**config.mk**
```make
export PLATFORM = sky130hd
export DESIGN_NAME = nco_sweep_ctrl
export DESIGN_NICKNAME = d
export VERILOG_FILES = /design/src/rtl/nco_pkg.sv /design/src/rtl/nco_sweep_timer.sv /design/src/rtl/nco_sweep_ctrl.sv
export SDC_FILE = /design/constraint.sdc
export NUM_CORES = 1
export LEC_CHECK = 0
export CAP_MARGIN = 20
export CELL_PAD_IN_SITES_DETAIL_PLACEMENT = 0
export CELL_PAD_IN_SITES_GLOBAL_PLACEMENT = 1
export CORE_MARGIN = 4
export CORE_UTILIZATION = 41
export DETAILED_ROUTE_END_ITERATION = 8
export PLACE_DENSITY_LB_ADDON = 0.1
export SLEW_MARGIN = 30
export SYNTH_ARGS = -nofsm -noshare
export SYNTH_HDL_FRONTEND = slang
export SYNTH_HIERARCHICAL = 1
export SYNTH_SLANG_ARGS = --single-unit
```
**constraint.sdc**
```tcl
create_clock -name clk -period 7.8 [get_ports clk]
set_input_delay 1.95 -clock clk [delete_from_list [all_inputs] [get_ports clk]]
set_output_delay 1.95 -clock clk [all_outputs]
set_load 0.005 [all_outputs]
```
**src/rtl/nco_pkg.sv**
```systemverilog
// Shared NCO package: default widths, sweep FSM state encoding and the
// phase-increment type used by the sweep controller and the NCO wrapper.
package nco_pkg;

    localparam int unsigned APR = 32;   // phase-increment / accumulator width
    localparam int unsigned CW  = 16;   // step and dwell counter width

    typedef enum logic [1:0] {
        IDLE = 2'd0,
        RUN  = 2'd1,
        DONE = 2'd2
    } sweep_state_t;

    typedef logic [APR-1:0] phi_inc_t;

endpackage : nco_pkg

```
**src/rtl/nco_sweep_timer.sv**
```systemverilog
// Dwell down-counter for the sweep controller.
// Ports:
//   clk, reset   - clock, async active-high reset
//   load         - load counter with load_val (has priority over en)
//   en           - decrement when non-zero
//   load_val     - reload value
//   zero         - counter currently equals zero
module nco_sweep_timer #(
    parameter int unsigned CW = nco_pkg::CW
) (
    input  logic          clk,
    input  logic          reset,
    input  logic          load,
    input  logic          en,
    input  logic [CW-1:0] load_val,
    output logic          zero
);

    logic [CW-1:0] cnt;

    // Saturating down-counter; stops at zero until reloaded.
    always_ff @(posedge clk or posedge reset) begin
        if (reset) begin
            cnt <= '0;
        end else if (load) begin
            cnt <= load_val;
        end else if (en && (cnt != '0)) begin
            cnt <= cnt - CW'(1);
        end
    end

    assign zero = (cnt == '0);

endmodule : nco_sweep_timer

```
**src/rtl/nco_sweep_ctrl.sv**
```systemverilog
// Stepped linear-chirp controller driving the NCO phase increment.
// Ports:
//   clk, reset   - clock, async active-high reset
//   clken        - clock enable shared with the NCO
//   start        - sweep request (sampled in IDLE)
//   abort        - return to IDLE, ignores clken
//   repeat_en    - restart from f_start after the last step
//   f_start      - first increment (unsigned)
//   f_step       - signed per-step delta
//   n_steps      - step additions per sweep
//   dwell        - each value held dwell+1 enabled cycles
//   phi_inc_o    - phase increment to the NCO
//   busy         - sweep running
//   step_stb     - phi_inc_o just took a new value
//   done         - single-shot sweep completed
module nco_sweep_ctrl #(
    parameter int unsigned APR = nco_pkg::APR,
    parameter int unsigned CW  = nco_pkg::CW
) (
    input  logic           clk,
    input  logic           reset,
    input  logic           clken,
    input  logic           start,
    input  logic           abort,
    input  logic           repeat_en,
    input  logic [APR-1:0] f_start,
    input  logic [APR-1:0] f_step,
    input  logic [CW-1:0]  n_steps,
    input  logic [CW-1:0]  dwell,
    output logic [APR-1:0] phi_inc_o,
    output logic           busy,
    output logic           step_stb,
    output logic           done
);

    import nco_pkg::*;

    sweep_state_t   state, state_nxt;
    logic [APR-1:0] phi_nxt;
    logic [CW-1:0]  step_cnt, step_cnt_nxt;

    // Sweep configuration captured at start
    logic [APR-1:0] f_start_lat, f_start_lat_nxt;
    logic [APR-1:0] f_step_lat, f_step_lat_nxt;
    logic [CW-1:0]  n_steps_lat, n_steps_lat_nxt;
    logic [CW-1:0]  dwell_lat, dwell_lat_nxt;
    logic           repeat_lat, repeat_lat_nxt;

    logic           stb_nxt, done_nxt, busy_nxt;
    logic           tmr_load, tmr_en, tmr_zero;
    logic [CW-1:0]  tmr_load_val;

    nco_sweep_timer #(.CW(CW)) u_timer (
        .clk      (clk),
        .reset    (reset),
        .load     (tmr_load),
        .en       (tmr_en),
        .load_val (tmr_load_val),
        .zero     (tmr_zero)
    );

    // State and output registers
    always_ff @(posedge clk or posedge reset) begin
        if (reset) begin
            state       <= IDLE;
            phi_inc_o   <= '0;
            step_cnt    <= '0;
            f_start_lat <= '0;
            f_step_lat  <= '0;
            n_steps_lat <= '0;
            dwell_lat   <= '0;
            repeat_lat  <= 1'b0;
            busy        <= 1'b0;
            step_stb    <= 1'b0;
            done        <= 1'b0;
        end else begin
            state       <= state_nxt;
            phi_inc_o   <= phi_nxt;
            step_cnt    <= step_cnt_nxt;
            f_start_lat <= f_start_lat_nxt;
            f_step_lat  <= f_step_lat_nxt;
            n_steps_lat <= n_steps_lat_nxt;
            dwell_lat   <= dwell_lat_nxt;
            repeat_lat  <= repeat_lat_nxt;
            busy        <= busy_nxt;
            step_stb    <= stb_nxt;
            done        <= done_nxt;
        end
    end

    // Next-state and datapath control; abort overrides everything, clken
    // gates all other progress so pulses are only raised on enabled edges.
    always_comb begin
        state_nxt       = state;
        phi_nxt         = phi_inc_o;
        step_cnt_nxt    = step_cnt;
        f_start_lat_nxt = f_start_lat;
        f_step_lat_nxt  = f_step_lat;
        n_steps_lat_nxt = n_steps_lat;
        dwell_lat_nxt   = dwell_lat;
        repeat_lat_nxt  = repeat_lat;
        stb_nxt         = 1'b0;
        done_nxt        = 1'b0;
        tmr_load        = 1'b0;
        tmr_en          = 1'b0;
        tmr_load_val    = dwell_lat;

        if (abort) begin
            state_nxt = IDLE;
        end else if (clken) begin
            unique case (state)
                IDLE: begin
                    if (start) begin
                        f_start_lat_nxt = f_start;
                        f_step_lat_nxt  = f_step;
                        n_steps_lat_nxt = n_steps;
                        dwell_lat_nxt   = dwell;
                        repeat_lat_nxt  = repeat_en;
                        phi_nxt         = f_start;
                        step_cnt_nxt    = '0;
                        tmr_load        = 1'b1;
                        tmr_load_val    = dwell;
                        stb_nxt         = 1'b1;
                        state_nxt       = RUN;
                    end
                end
                RUN: begin
                    if (!tmr_zero) begin
                        tmr_en = 1'b1;
                    end else if (step_cnt != n_steps_lat) begin
                        phi_nxt      = phi_inc_o + f_step_lat;
                        step_cnt_nxt = step_cnt + CW'(1);
                        tmr_load     = 1'b1;
                        stb_nxt      = 1'b1;
                    end else if (repeat_lat) begin
                        phi_nxt      = f_start_lat;
                        step_cnt_nxt = '0;
                        tmr_load     = 1'b1;
                        stb_nxt      = 1'b1;
                    end else begin
                        state_nxt = DONE;
                        done_nxt  = 1'b1;
                    end
                end
                DONE: begin
                    state_nxt = IDLE;
                end
                default: begin
                    state_nxt = IDLE;
                end
            endcase
        end

        busy_nxt = (state_nxt == RUN);
    end

endmodule : nco_sweep_ctrl

```
==> impl_metrics.json, run 1 <==
{
  "p_leak_nw": 5.472,
  "synth_flop_cell": "dfrtp_1",
  "cts_num_sinks": 166,
  "synthArstFlopShare_pct": 100.0,
  "critPathMaxFanout": 61,
  "path_class": "in -> reg",
  "p_comb_share_pct": 36.0,
  "worstMarginPinSlew_ns": 0.9520,
  "drt_iter0_markers": 574,
  "grt_usage_pct": 20.85,
  "hold_ws_ns": 0.4693,
  "syn2layout_area_growth_pct": 23.62,
  "switching_power_mw": 1.212,
  "hp-start": "f_start_lat[19]",
  "cts-resized-gates": 0,
  "end_kind": "register",
  "cts_tree": "built",
  "postRouteAntennaNets": 0,
  "avgSynthCellArea_um2": 8.216,
  "grt_max_degree": 98,
  "grt_pass1_vias": 8110,
  "crit_family": "buffers and inverters",
  "synth-edff-count": 0,
  "slowest_delay_ns": 0.71,
  "cts_setup_buffers": 0,
  "final_cells": 1539,
  "path_cells": "clkdlybuf4s50_1, inv_1, nor3_1, nand2_1, a31o_2, buf_4, inv_1, buf_4, inv_1, nor2_1, a31oi_1",
  "cp-start-kind": "input port",
  "yosysMostFrequentCell": "nand2_1",
  "rsz0062_at_grt": "false",
  "arrival_ns": 5.53,
  "cp_slowest_cell": "nor3_1",
  "clk_pin_slew_ns": 0.07,
  "dr_total_vias": 8300,
  "yosysSeqAreaShare_pct": 44.43,
  "core_area_um2": 22090,
  "clkLatencyLatePin_ns": 0.44,
  "layout_min_cycle_time_ns": 5.235,
  "timing.rr.start": "u_timer/cnt[9]",
  "hold_buffers": 0,
  "ys_ff_latch": 166,
  "worstPathRequired_ns": 8.10,
  "status": "complete, no violations",
  "setup_violations": 0,
  "io_pins": 137,
  "cp-startpoint": "clken",
  "netlist_area_um2": 9350,
  "dp_hpwl_um": 18020,
  "irDropWorstVdd_uv": 139.6,
  "gp_congestion": 0.8636,
  "dieArea_um2": 25290,
  "cap_violations": 0,
  "skew_ns": 0.01566,
  "dp.cells": 1507,
  "die_y_um": 159.0,
  "yosysTopAreaCell": "dfrtp_1",
  "routedWlPerCell_um": 17.26,
  "start_util_pct": 42.32,
  "switching_share_pct": 36.42,
  "relSlewSlack_pct": 36.30,
  "power.density_nw_per_um2": 287.8,
  "firstDrtPassIters": 5,
  "cts_buffers": 17,
  "tns_ns": 0,
  "cts_root_buf": "clkbuf_16",
  "grt_pass1_wl_um": 43390,
  "die_w_um": 159.0,
  "wirelength_um": 26560,
  "synth_area_leaders": "dfrtp_1, nand2_1, ha_1",
  "post-route-period-util_pct": 67.12,
  "antennaDiodeCount": 0,
  "num-nets-final": 1382,
  "yosysWarningCount": 6,
  "drive_above_1_share_pct": 4.845,
  "portBuffers": 136,
  "grt_overflow": 0,
  "worst-path-buf-inv": 6,
  "power.share.sequential_pct": 36.9,
  "syn_nets": 1274,
  "viasPerCell": 5.393,
  "fmax_mhz": 191.0,
  "hp-class": "reg -> reg",
  "drv_slew": 0,
  "synth_cell_type_count": 67,
  "antenna_found_initial": 0,
  "h-tree-depth": 4,
  "synth_cells": 1138,
  "synth_top_area_share_pct": 44.43,
  "drc": 0,
  "cts_buffer_depth": 2,
  "power.internal_mw": 2.115,
  "clock_power_share_pct": 27.1,
  "synth_commonest_cells": "nand2_1, dfrtp_1, o21ai_0",
  "fp-row-count": 54,
  "finalHoldViolCount": 0,
  "crit_top_cell": "inv_1"
}
path summary, 6_finish.rpt:
kind	depth (start not counted)	slack [ns]	to
worst max-delay path	11	2.56	u_timer/cnt[5]
worst min-delay path	2	0.47	f_start_lat[19]
worst max register to register	12	3.74	u_timer/cnt[5]
worst min register to register	2	0.47	f_start_lat[19]
max in group asynchronous	3	4.50	f_start_lat[30]
min in group asynchronous	2	2.06	dwell_lat[14]
tightest hold or removal path, stage by stage (launching register included):
cell and delay [ns]:
dfrtp_1 0.34, nand2_1 0.05, nand2_1 0.06
metal layers:
| metal | GRT usage, % | vias up | wire length (um) |
|---|---|---|---|
| met4 | 4.300 | 0 | 250 |
| met3 | 3.676 | 19 | 1210 |
| met2 | 32.63 | 179 | 12110 |
| met5 | 0 | - | 0 |
| met1 | 30.57 | 3959 | 12980 |
| li1 | - | 4143 | - |
through the flow:
stage	power [mW]	util (%)	setup slack, ns	cell area, um^2
floorplan	2.015	-	1.814	9350
global placement	2.425	49.47	2.410	10930
detailed placement	2.430	49.51	2.139	10940
CTS	3.346	52.30	2.565	11560
global route	3.550	52.32	2.282	11560
finish	3.327	52.32	2.565	11560
registers in the layout (all words and copies together) (netlist names), 2 cells and up:
register / cells
f_start_lat: 32
dwell_lat: 16
step_cnt: 16
u_timer/cnt: 16
phi_inc_o: 32
state: 2
f_step_lat: 32
n_steps_lat: 16
power groups by stage:
stage	registers [mW]	clock network [mW]	logic, mW
6_report	1.23	0.902	1.20
5_1_grt	1.26	0.953	1.34
4_1_cts	1.23	0.919	1.20
3_5_place_dp	1.24	0	1.19
3_3_place_gp	1.24	0	1.18
2_1_floorplan	1.18	0	0.833
kinds of logic (layout without fill, tap and decap cells):
logic type | count (synthesis) | count (layout) | synth area share, %
and+or+nand+nor | 558 | 558 | 25.68
AOI/OAI and AO/OA | 247 | 247 | 17.05
DFF | 166 | 166 | 44.43
buffers and inverters | 82 | 203 | 3.332
xor gates and xnor gates | 44 | 44 | 4.122
adders and majority gates | 34 | 34 | 4.630
muxes | 7 | 7 | 0.7628
area by class of cell:
| class | count | area (um^2) |
|---|---|---|
| Clock inverter | 15 | 192.7 |
| Clock buffer | 17 | 425.4 |
| Fill cell | 2093 | 10540 |
| Sequential cell | 166 | 4154 |
| Timing Repair Buffer | 144 | 1421 |
| Inverter | 27 | 108.9 |
| Multi-Input combinational cell | 890 | 4906 |
| Tap cell | 280 | 350.3 |
cell usage in the layout (no fill, tap or decap), types with 4 or more instances in the layout:
cell type	n
nand4_1	13
inv_6	5
or3_1	7
a221oi_1	5
nand2_1	397
o211ai_1	10
ha_1	33
clkbuf_16	17
or4_1	5
inv_1	26
and3_1	17
clkdlybuf4s50_1	136
a21oi_1	63
o21bai_1	7
a211oi_1	7
nand2b_1	4
buf_4	8
xor2_1	30
nand3_1	20
a21o_1	20
nor3_1	17
mux2i_1	6
a31oi_1	13
o31ai_1	6
nor4_1	5
a2bb2oi_1	4
nor2_1	45
xnor2_1	14
dfrtp_1	166
o21ai_0	73
o41ai_1	4
(Power assumes the default switching activity.)
==> inputs of run 2 (changes only) <==
clock period = 4.85 ns   (was 7.8 ns; I/O delays follow)
==> run 2 against run 1 <==
Critical path depth decreased by 2. Non-clock buffer count increased by 4. First-iteration DRC count increased by 12%. Global-route usage increased by 0.18 points. Die area unchanged. Wire length decreased by 1.2%. Power increased by 59%. Clock skew decreased by 0.0035 ns. Sequential power increased by 61%. Highest routed layer unchanged. Register-to-register slack got worse by 2.4 ns. Largest power group unchanged.
==> impl_metrics.json, run 2 (same netlist as run 1, synthesis figures left out) <==
{
  "status": "complete, no violations",
  "worstMarginPinSlew_ns": 0.9089,
  "top_regs": "f_start_lat: 32 flops, f_step_lat: 32 flops, phi_inc_o: 32 flops",
  "layout_common_cells": "nand2_1, dfrtp_1, clkdlybuf4s50_1, o21ai_0, a21oi_1",
  "portBuffers": 136,
  "wirelength_um": 26230,
  "dp.cells": 1511,
  "cts_num_sinks": 166,
  "die_w_um": 159.0,
  "dp_hpwl_um": 18160,
  "final_cells": 1543,
  "grt_usage_pct": 21.03,
  "critPathMaxFanout": 21,
  "dpl_worst_slack_ns": 0.6639,
  "firstDrtPassIters": 5,
  "setup_violations": 0,
  "cts_buffer_depth": 2,
  "h-tree-depth": 4,
  "antenna_found_initial": 0,
  "final_common_cell": "nand2_1",
  "dr_total_vias": 8312,
  "cts_tree": "built",
  "drt_iter0_markers": 643,
  "grt_pass1_wl_um": 43870,
  "grt_overflow": 0,
  "core_area_um2": 22090,
  "cts_buffers": 17,
  "finalHoldViolCount": 0,
  "dieArea_um2": 25290,
  "viasPerCell": 5.387,
  "fillers": 2122,
  "grt_pass1_vias": 8198,
  "fp-row-count": 54,
  "antennaDiodeCount": 0,
  "cts_setup_buffers": 0,
  "skew_ns": 0.01221,
  "worst_slack_ns": 1.115,
  "post-route-period-util_pct": 77.02,
  "relSlewSlack_pct": 39.18,
  "cts_root_buf": "clkbuf_16",
  "hold_buffers": 0,
  "p_total_mw": 5.306,
  "grt_max_degree": 95,
  "end_kind": "register",
  "syn2layout_area_growth_pct": 24.02,
  "worstPathRequired_ns": 5.21,
  "fmax_mhz": 267.7,
  "path_class": "in -> reg",
  "p_leak_nw": 5.489,
  "gp_congestion": 0.8691,
  "postRouteAntennaNets": 0,
  "cap_violations": 0,
  "start_util_pct": 42.32,
  "clkLatencyLatePin_ns": 0.43,
  "arrival_ns": 4.10,
  "routedWlPerCell_um": 17.00,
  "drv_slew": 0,
  "power.density_nw_per_um2": 457.5,
  "rrSetupSlack_ns": 1.31,
  "tns_ns": 0,
  "worstHoldPathCells": 2,
  "drive_above_1_share_pct": 5.067,
  "clk_pin_slew_ns": 0.06,
  "num-nets-final": 1386,
  "layout_min_cycle_time_ns": 3.735,
  "irDropWorstVdd_uv": 217.9,
  "hp-class": "reg -> reg",
  "io_pins": 137,
  "drc": 0,
  "die_y_um": 159.0,
  "rsz0062_at_grt": "false",
  "cts-resized-gates": 0,
  "hold_ws_ns": 0.4690,
  "cp-start-kind": "input port",
  "worst_r2r_path_depth": 10
}
==> run 2: changes by cell type in the layout (fill, tap and decap cells not counted), sizes merged <==
cell | before | now
buf | 8 | 12
clkinvlp | 0 | 3
bufinv | 3 | 2
clkinv | 5 | 3
inv | 34 | 28
clkbuf | 17 | 23
==> run 2: where the power goes <==
group | switching (mW) | internal (mW)
Combinational | 1.03 | 0.893
Clock | 0.576 | 0.832
Sequential | 0.290 | 1.69
Total | 1.89 | 3.41
==> run 2: critical path, stage by stage <==
cell             delay, ns
clkdlybuf4s50_1       0.47
inv_1                 0.07
nor3_1                0.56
nand2_1               0.21
a31o_2                0.27
inv_1                 0.56
nand2_1               0.38
o21ai_0               0.24
a221o_1               0.12
==> run 2: path summary, 6_finish.rpt <==
check	end	startpoint
worst max-delay path	phi_inc_o[17]	clken
worst min-delay path	f_start_lat[27]	f_start_lat[27]
worst max register to register	phi_inc_o[26]	phi_inc_o[0]
worst min register to register	f_start_lat[27]	f_start_lat[27]
max in group asynchronous	f_step_lat[9]	reset
min in group asynchronous	dwell_lat[12]	reset
==> run 2: stage by stage <==
| step | util (%) | cell area [um^2] |
|---|---|---|
| after floorplan | - | 9354 |
| after global placement | 49.71 | 10980 |
| after detailed placement | 49.71 | 10980 |
| after CTS | 52.49 | 11600 |
| after global routing | 52.49 | 11600 |
| final | 52.49 | 11600 |
==> run 2: area by class of cell <==
cell class	count	area, um^2	area share [%]
clock buffer	23	498.0	4.294
clock inverter	9	115.1	0.9927
inverter	27	105.1	0.9063
multi-input combinational	890	4897	42.23
sequential	166	4154	35.82
tap	280	350.3	3.021
timing repair buffer	148	1476	12.73
==> run 2: routing by layer <==
| layer | track usage [%] | vias to the layer above | wire [um] |
|---|---|---|---|
| li1 | - | 4137 | - |
| met1 | 29.81 | 3972 | 12710 |
| met2 | 33.73 | 180 | 12130 |
| met3 | 4.245 | 23 | 1114 |
| met4 | 4.300 | 0 | 273 |
| met5 | 0 | - | 0 |
